### src/rtl/ras_ckpt.sv
// Return-address stack with a checkpoint of its top pointer and occupancy.
// Supports recovery after a branch mispredict; entry contents are never rolled back.
module ras_ckpt #(
    parameter int DEPTH = 2,
    parameter int VLEN  = 32,
    parameter int CW    = $clog2(DEPTH + 1)
) (
    input  logic            clk_i,
    input  logic            rst_i,
    input  logic            flush_i,
    input  logic            push_i,
    input  logic [VLEN-1:0] push_addr_i,
    input  logic            pop_i,
    input  logic            ckpt_save_i,
    input  logic            ckpt_restore_i,
    output logic [VLEN-1:0] top_addr_o,
    output logic            top_valid_o,
    output logic [CW-1:0]   count_o,
    output logic            overflow_o,
    output logic            underflow_o
);

    localparam int TW = (DEPTH > 1) ? $clog2(DEPTH) : 1;
    localparam logic [TW-1:0] TP_MAX = TW'(DEPTH - 1);
    localparam logic [CW-1:0] CNT_FULL = CW'(DEPTH);

    logic [VLEN-1:0] entry_r [DEPTH];
    logic [TW-1:0]   tp_r;
    logic [CW-1:0]   count_r;
    logic [TW-1:0]   snap_tp_r;
    logic [CW-1:0]   snap_count_r;
    logic            overflow_r;
    logic            underflow_r;

    logic [TW-1:0]   tp_inc_s;
    logic [TW-1:0]   tp_dec_s;
    logic [TW-1:0]   tp_nxt_s;
    logic [CW-1:0]   count_nxt_s;
    logic            wr_en_s;
    logic [TW-1:0]   wr_idx_s;
    logic            overflow_nxt_s;
    logic            underflow_nxt_s;

    // Circular neighbours of the top pointer; DEPTH need not be a power of two.
    assign tp_inc_s = (tp_r == TP_MAX) ? {TW{1'b0}} : tp_r + TW'(1);
    assign tp_dec_s = (tp_r == {TW{1'b0}}) ? TP_MAX : tp_r - TW'(1);

    // Next-state selection: flush beats restore, restore beats push/pop.
    always_comb begin
        tp_nxt_s        = tp_r;
        count_nxt_s     = count_r;
        wr_en_s         = 1'b0;
        wr_idx_s        = tp_r;
        overflow_nxt_s  = 1'b0;
        underflow_nxt_s = 1'b0;
        if (flush_i) begin
            count_nxt_s = {CW{1'b0}};
        end else if (ckpt_restore_i) begin
            tp_nxt_s    = snap_tp_r;
            count_nxt_s = snap_count_r;
        end else if (push_i && pop_i) begin
            // Call and return in one cycle replace the top entry in place.
            wr_en_s  = 1'b1;
            wr_idx_s = tp_r;
            if (count_r == {CW{1'b0}}) begin
                count_nxt_s = CW'(1);
            end else begin
                count_nxt_s = count_r;
            end
        end else if (push_i) begin
            tp_nxt_s = tp_inc_s;
            wr_en_s  = 1'b1;
            wr_idx_s = tp_inc_s;
            if (count_r == CNT_FULL) begin
                overflow_nxt_s = 1'b1;
            end else begin
                count_nxt_s = count_r + CW'(1);
            end
        end else if (pop_i) begin
            if (count_r == {CW{1'b0}}) begin
                underflow_nxt_s = 1'b1;
            end else begin
                tp_nxt_s    = tp_dec_s;
                count_nxt_s = count_r - CW'(1);
            end
        end else begin
            tp_nxt_s = tp_r;
        end
    end

    // State registers; the snapshot captures this cycle's post-update pointer and count.
    always_ff @(posedge clk_i) begin
        if (rst_i) begin
            for (int i = 0; i < DEPTH; i++) begin
                entry_r[i] <= {VLEN{1'b0}};
            end
            tp_r         <= {TW{1'b0}};
            count_r      <= {CW{1'b0}};
            snap_tp_r    <= {TW{1'b0}};
            snap_count_r <= {CW{1'b0}};
            overflow_r   <= 1'b0;
            underflow_r  <= 1'b0;
        end else begin
            if (wr_en_s) begin
                entry_r[wr_idx_s] <= push_addr_i;
            end
            tp_r        <= tp_nxt_s;
            count_r     <= count_nxt_s;
            overflow_r  <= overflow_nxt_s;
            underflow_r <= underflow_nxt_s;
            if (ckpt_save_i) begin
                snap_tp_r    <= tp_nxt_s;
                snap_count_r <= count_nxt_s;
            end
        end
    end

    assign top_addr_o  = entry_r[tp_r];
    assign top_valid_o = (count_r != {CW{1'b0}});
    assign count_o     = count_r;
    assign overflow_o  = overflow_r;
    assign underflow_o = underflow_r;

endmodule

### config.mk
export PLATFORM = sky130hd
export DESIGN_NAME = ras_ckpt
export DESIGN_NICKNAME = d
export VERILOG_FILES = /design/src/rtl/ras_ckpt.sv
export SDC_FILE = /design/constraint.sdc
export NUM_CORES = 1
export LEC_CHECK = 0
export BUFFER_PORTS_ARGS = -buffer_cell sky130_fd_sc_hd__clkbuf_2
export CAP_MARGIN = 10
export CORE_ASPECT_RATIO = 1.5
export CORE_UTILIZATION = 53
export CTS_CLUSTER_SIZE = 10
export DETAILED_ROUTE_END_ITERATION = 6
export HOLD_SLACK_MARGIN = 0.08
export PLACE_DENSITY = 0.9
export SETUP_SLACK_MARGIN = 0.2
export SKIP_LAST_GASP = 1
export SLEW_MARGIN = 20
export SYNTH_ARGS = -nofsm -noshare
export SYNTH_HDL_FRONTEND = slang
export SYNTH_SLANG_ARGS = --single-unit
### constraint.sdc
create_clock -name clk_i -period 3.9 [get_ports clk_i]
set_input_delay 0.39 -clock clk_i [delete_from_list [all_inputs] [get_ports clk_i]]
set_output_delay 0.39 -clock clk_i [all_outputs]
set_load 0.02 [all_outputs]
==> results_dict.tcl, run 1 <==
set metrics [dict create \
    status "complete, no violations" \
    yosysSeqAreaShare 0.638 \
    power.density_nw_per_um2 423 \
    synth_edf_count 64 \
    cts.root.buffer_cell "clkbuf_8" \
    cp-start-kind "register" \
    syn_nets 274 \
    crit_type "reg2reg" \
    antenna_found_initial 0 \
    async_reset_ff_frac 0 \
    numCtsBuffers 9 \
    layout-drive-gt1-share 0.423 \
    wirelength_mm 5.54 \
    setup-violations-final 0 \
    critPathTopFamily "flip-flops" \
    netlist-cell-type-count 32 \
    required_ns 3.86 \
    dpl.hpwl_mm 3.69 \
    die_area_sq_um 6480 \
    netlist_top_cells_count "64 x and2_1, 64 x edfxtp_1, 32 x mux2_2, 10 x buf_2" \
    first_pass_iters 5 \
    min_period_over_period 0.629 \
    rsz0062_at_grt "false" \
    critical_path.cell_chain "xor2_1 -> o21ai_4" \
    die_h_um 98.1 \
    path_max_fanout 39 \
    final_util 0.665 \
    final_cell_area_sq_um 3900 \
    wl_per_cell_um 14.5 \
    cts_tree "done" \
    clk_pin_slew_worst_paths_ns 0.08 \
    cp_data_arrival_time_ns 2.41 \
    ant_nets 0 \
    area.growth.synth_to_final_pct 19.6 \
    netlist_area_sq_um 3260 \
    synth_top_area_cell "edfxtp_1" \
    grt_pass1_wl_mm 8.61 \
    cts_setup_buffers 0 \
    synth_area_leaders "edfxtp_1 59%, and2_1 12%, mux2_2 11%" \
    fin_crit_ns 2.45 \
    cp_slowest_cell "dfxtp_2" \
    critPathCaptureType "register" \
    holdBufCountCts 0 \
    leakage_nw 1.64 \
    clk_path_buf_depth 2 \
    postPlaceCellArea_sq_um 3690 \
    maxCapViolCount 0 \
    crit_buf_inv 0 \
    ir_worst_vdd_mv 0.238 \
    dp_slack_ns 1.43 \
    ys_dominant_reg_cell "edfxtp_1" \
    setup_tns_ns 0 \
    finalMaxSlewViolations 0 \
    grt_pass1_vias 1894 \
    grt-ovfl-total 0 \
    place_congestion 0.840 \
    yosys_warnings 0 \
    antenna_cells 0 \
    core.rowCount 34 \
    skew_ns 0.00916 \
    core_area_sq_um 5870 \
    synth_top_area_share 0.589 \
    route.detailed.drc 0 \
    cp_slowest_stage_delay_ns 0.92 \
    num-nets-final 349 \
    grt_max_degree 40 \
    io_pins 76 \
    die_w_um 66.1 \
    synth_seq_cells 72 \
    rr_worst_depth 2 \
    syn_avg_cell_area_sq_um 14.2 \
    holdPathStages 2 \
    crit_cells 2 \
    port_buffers 75 \
    vias 1951 \
    hold_path.class "in2reg" \
    finalHoldViolCount 0 \
    setup_ws_ns 1.45 \
    drt_first_iter_violations 69 \
    synth_cells 230 \
    start_util 0.556 \
    clk_latency_ns 0.34 \
    grt_usage 0.186 \
    worstMarginPinSlew_ns 1.05 \
    cts_sinks 72 \
    htreeDepth 3 \
    slew_headroom 0.300 \
    cts_resized 0 \
    fmax_ghz 0.407 \
    avgViaCountPerCell 5.11 \
]
final cells by class:
type                       instances  area, sq um
inverter                           7         26.3
timing repair buffer              75          375
clock buffer                      10          128
fill                             426         1970
clock inverter                     6         83.8
sequential                        72         2080
multi-input combinational        140         1120
tap                               72         90.1
sequential cells by signal, summed over array words and instances, names as in the netlist:
name and flops:
entry_r 64, overflow_o 1, snap_count_r 2, tp_r 1, count_o 2, underflow_o 1
snap_tp_r 1
power by group:
group / total [mW] / leakage (nW) / switching [mW] / internal, mW
clock: 0.622 / 0.110 / 0.264 / 0.358
combinational: 0.146 / 0.792 / 0.0854 / 0.0606
sequential: 0.885 / 0.734 / 0.0150 / 0.870
through the flow:
step / cells / power [mW] / hold slack (ns)
after floorplan: 230 / 0.990 / 0.430
final: 382 / 1.65 / 0.328
after detailed placement: 366 / 1.05 / 0.450
after global routing: 382 / 1.70 / 0.313
after global placement: 366 / 1.04 / 0.446
after CTS: 382 / 1.66 / 0.308
cells by family (layout without fill, tap and decap cells):
kind of cell	Yosys count	in the layout	share of synthesized area
AO/OA/AOI/OAI	11	11	0.0230
multiplexers	35	35	0.127
flip-flops	72	72	0.638
buffers and inverters	18	98	0.0268
AND/OR/NAND/NOR	87	87	0.161
XOR/XNOR	2	2	0.00537
adder cells (fa/ha/maj)	5	5	0.0192
worst register-to-register path: stages, from the launching register on:
cell,delay [ns]
dfxtp_2,0.92
xor2_1,0.27
o21ai_4,0.87
path summary, 6_finish.rpt:
| check | from | endpoint | slack, ns |
|---|---|---|---|
| worst max register to register | tp_r | entry_r[1][11] | 1.45 |
| worst max-delay path | tp_r | entry_r[1][11] | 1.45 |
| worst min-delay path | rst_i | snap_count_r[1] | 0.33 |
| worst min register to register | snap_count_r[1] | count_o[1] | 0.47 |
layout by cell type (no fill, tap or decap), drive strengths merged, types with 2 or more instances in the layout:
master and instances:
inv 7, dfxtp 8, edfxtp 64, clkbuf 85, clkinv 4, a21oi 2
o221ai 2, nand2 8, ha 5, and2 64, o21ai 3, nor2 5
mux2 32, bufinv 2, nor3 2, mux4 2
routing by layer:
metal  track usage  up-vias  wire length (um)
li1              -      963                 -
met1         0.200      921              2130
met2         0.312       55              2960
met3        0.0631       12               318
met4         0.101        0               131
met5             0        -                 0
Power figures use the tool's default switching activity.
==> run 2, diff against run 1 <==
- CORE_UTILIZATION: 53 -> 48
- PLACE_DENSITY: 0.9 -> 0.86
- clock period: 3.9 -> 2.1 ns (I/O delays scaled with it)
==> run 2 against run 1 <==
First-iteration DRC count up 38%. Flip-flop and latch count is the same. Core utilization is 6.1 points lower. Critical path depth is 1 higher. Combinational power is 100% higher. Clock power increased by 62%. Register-to-register slack worse by 0.98 ns.
==> results_dict.tcl, run 2 (same netlist as run 1, synthesis figures left out) <==
set metrics [dict create \
    final_cell_count_no_fill 392 \
    rsz0062_at_grt "false" \
    dp.cells 376 \
    largest_reg_flops 64 \
    critical_path.cell_chain "buf_4 -> mux2_2 -> clkbuf_2" \
    start_util 0.500 \
    die_w_um 69.3 \
    final_common_cell "clkbuf_2" \
    cell_internal_pwr_mw 2.28 \
    ant_nets 0 \
    wirelength_mm 5.77 \
    die_area_sq_um 7140 \
    antenna_cells 0 \
    final_cell_mix "75 x clkbuf_2, 64 x and2_1, 64 x edfxtp_1" \
    place_congestion 0.740 \
    setup-violations-final 0 \
    fillCellCount 519 \
    grt_usage 0.173 \
    io_pins 76 \
    r2r_setup_slack_ns 0.47 \
    die_h_um 103 \
    finalMaxSlewViolations 0 \
    cts_setup_buffers 0 \
    path_max_fanout 20 \
    power.total_mw 2.93 \
    crit_type "reg2out" \
    power.density_nw_per_um2 744 \
    ir_worst_vdd_mv 0.467 \
    core.rowCount 36 \
    fmax_ghz 0.576 \
    pwr-share-seq 0.556 \
    cts_sinks 72 \
    crit_buf_inv 2 \
    fin_crit_ns 1.73 \
    route.detailed.drc 0 \
    setup_tns_ns 0 \
    critPathCaptureType "primary output" \
    hold-worst-slack_ns 0.159 \
    core_area_sq_um 6530 \
    wl_per_cell_um 14.7 \
    power_frac_comb 0.101 \
    cp-start-kind "register" \
    slew_headroom 0.609 \
    area.growth.synth_to_final_pct 20.9 \
    clk_path_buf_depth 2 \
    top_register "entry_r" \
    layout-drive-gt1-share 0.427 \
    hold_path.class "in2reg" \
    first_pass_iters 4 \
    finalHoldViolCount 0 \
    swShare 0.222 \
    status "complete, no violations" \
    cp_slowest_stage_delay_ns 0.38 \
    holdBufCountCts 0 \
    dpl.hpwl_mm 4.06 \
    worstMarginPinSlew_ns 0.584 \
    p_sw_mw 0.652 \
    cp_data_arrival_time_ns 1.52 \
    clk_latency_ns 0.33 \
    grt-ovfl-total 0 \
    cts.root.buffer_cell "clkbuf_8" \
    min_period_over_period 0.826 \
    required_ns 1.89 \
    vias 1971 \
    maxCapViolCount 0 \
    cts_tree "done" \
    clk_pin_slew_worst_paths_ns 0.07 \
    numCtsBuffers 9 \
    pwr-share-clk 0.343 \
    leakage_nw 1.65 \
    drt_first_iter_violations 95 \
    grt_pass1_vias 1975 \
    num-nets-final 355 \
    port_buffers 75 \
    avgViaCountPerCell 5.03 \
    antenna_found_initial 0 \
    grt_pass1_wl_mm 9.17 \
    critPathTopFamily "buffers and inverters" \
    grt_max_degree 33 \
    cp_slowest_cell "dfxtp_2" \
    skew_ns 0.00591 \
    final_util 0.604 \
    htreeDepth 3 \
]
-- run 2: cell types whose count changed in the layout (fill, tap and decap cells not counted), sizes merged --
| cell | previous run | this run |
|---|---|---|
| clkinv | 4 | 3 |
| clkbuf | 85 | 87 |
| bufinv | 2 | 1 |
| buf | 0 | 6 |
-- run 2: final timing paths --
kind	from	end	depth (start not counted)
worst max-delay path	tp_r	top_addr_o[8]	3
worst min-delay path	rst_i	snap_count_r[1]	2
worst max register to register	count_o[1]	snap_count_r[1]	5
worst min register to register	snap_count_r[1]	count_o[1]	2
-- run 2: worst register-to-register path, stage by stage (launching register included) --
cell	delay (ns)
dfxtp_1	0.44
inv_1	0.09
ha_1	0.28
mux4_2	0.50
a22oi_1	0.16
nor2_1	0.05
-- run 2: power by group through the flow --
stage                     clock (mW)  combinational [mW]  sequential (mW)
final                           1.01               0.297             1.63
after global routing            1.08               0.324             1.63
after CTS                       1.03               0.299             1.63
after detailed placement           0               0.298             1.66
after global placement             0               0.293             1.66
after floorplan                    0               0.177             1.66
-- run 2: routing by layer --
| metal | vias up | share of wire | track usage |
|---|---|---|---|
| li1 | 974 | - | - |
| met1 | 920 | 0.37 | 0.188 |
| met2 | 64 | 0.55 | 0.299 |
| met3 | 13 | 0.055 | 0.0547 |
| met4 | 0 | 0.028 | 0.0973 |
| met5 | - | 0 | 0 |
-- run 2: layout make-up --
type                       count  area [sq um]  area share
clock buffer                  12           135      0.0343
clock inverter                 4          45.0      0.0114
inverter                       7          26.3     0.00666
multi-input combinational    140          1130       0.286
sequential                    72          2080       0.528
tap                           76          95.1      0.0241
timing repair buffer          81           433       0.110
-- run 2: through the flow --
step	area, sq um	worst slack [ns]
2_1_floorplan	3260	-0.348
3_3_place_gp	3750	0.265
6_report	3950	0.365
3_5_place_dp	3750	0.206
5_1_grt	3950	0.279
4_1_cts	3940	0.291
-- run 2: repair_timing --
| action | CTS | global route |
|---|---|---|
| gates resized for setup | 0 | 1 |
| endpoints found under the hold margin | 0 | 0 |
| setup endpoints to repair | 0 | 2 |
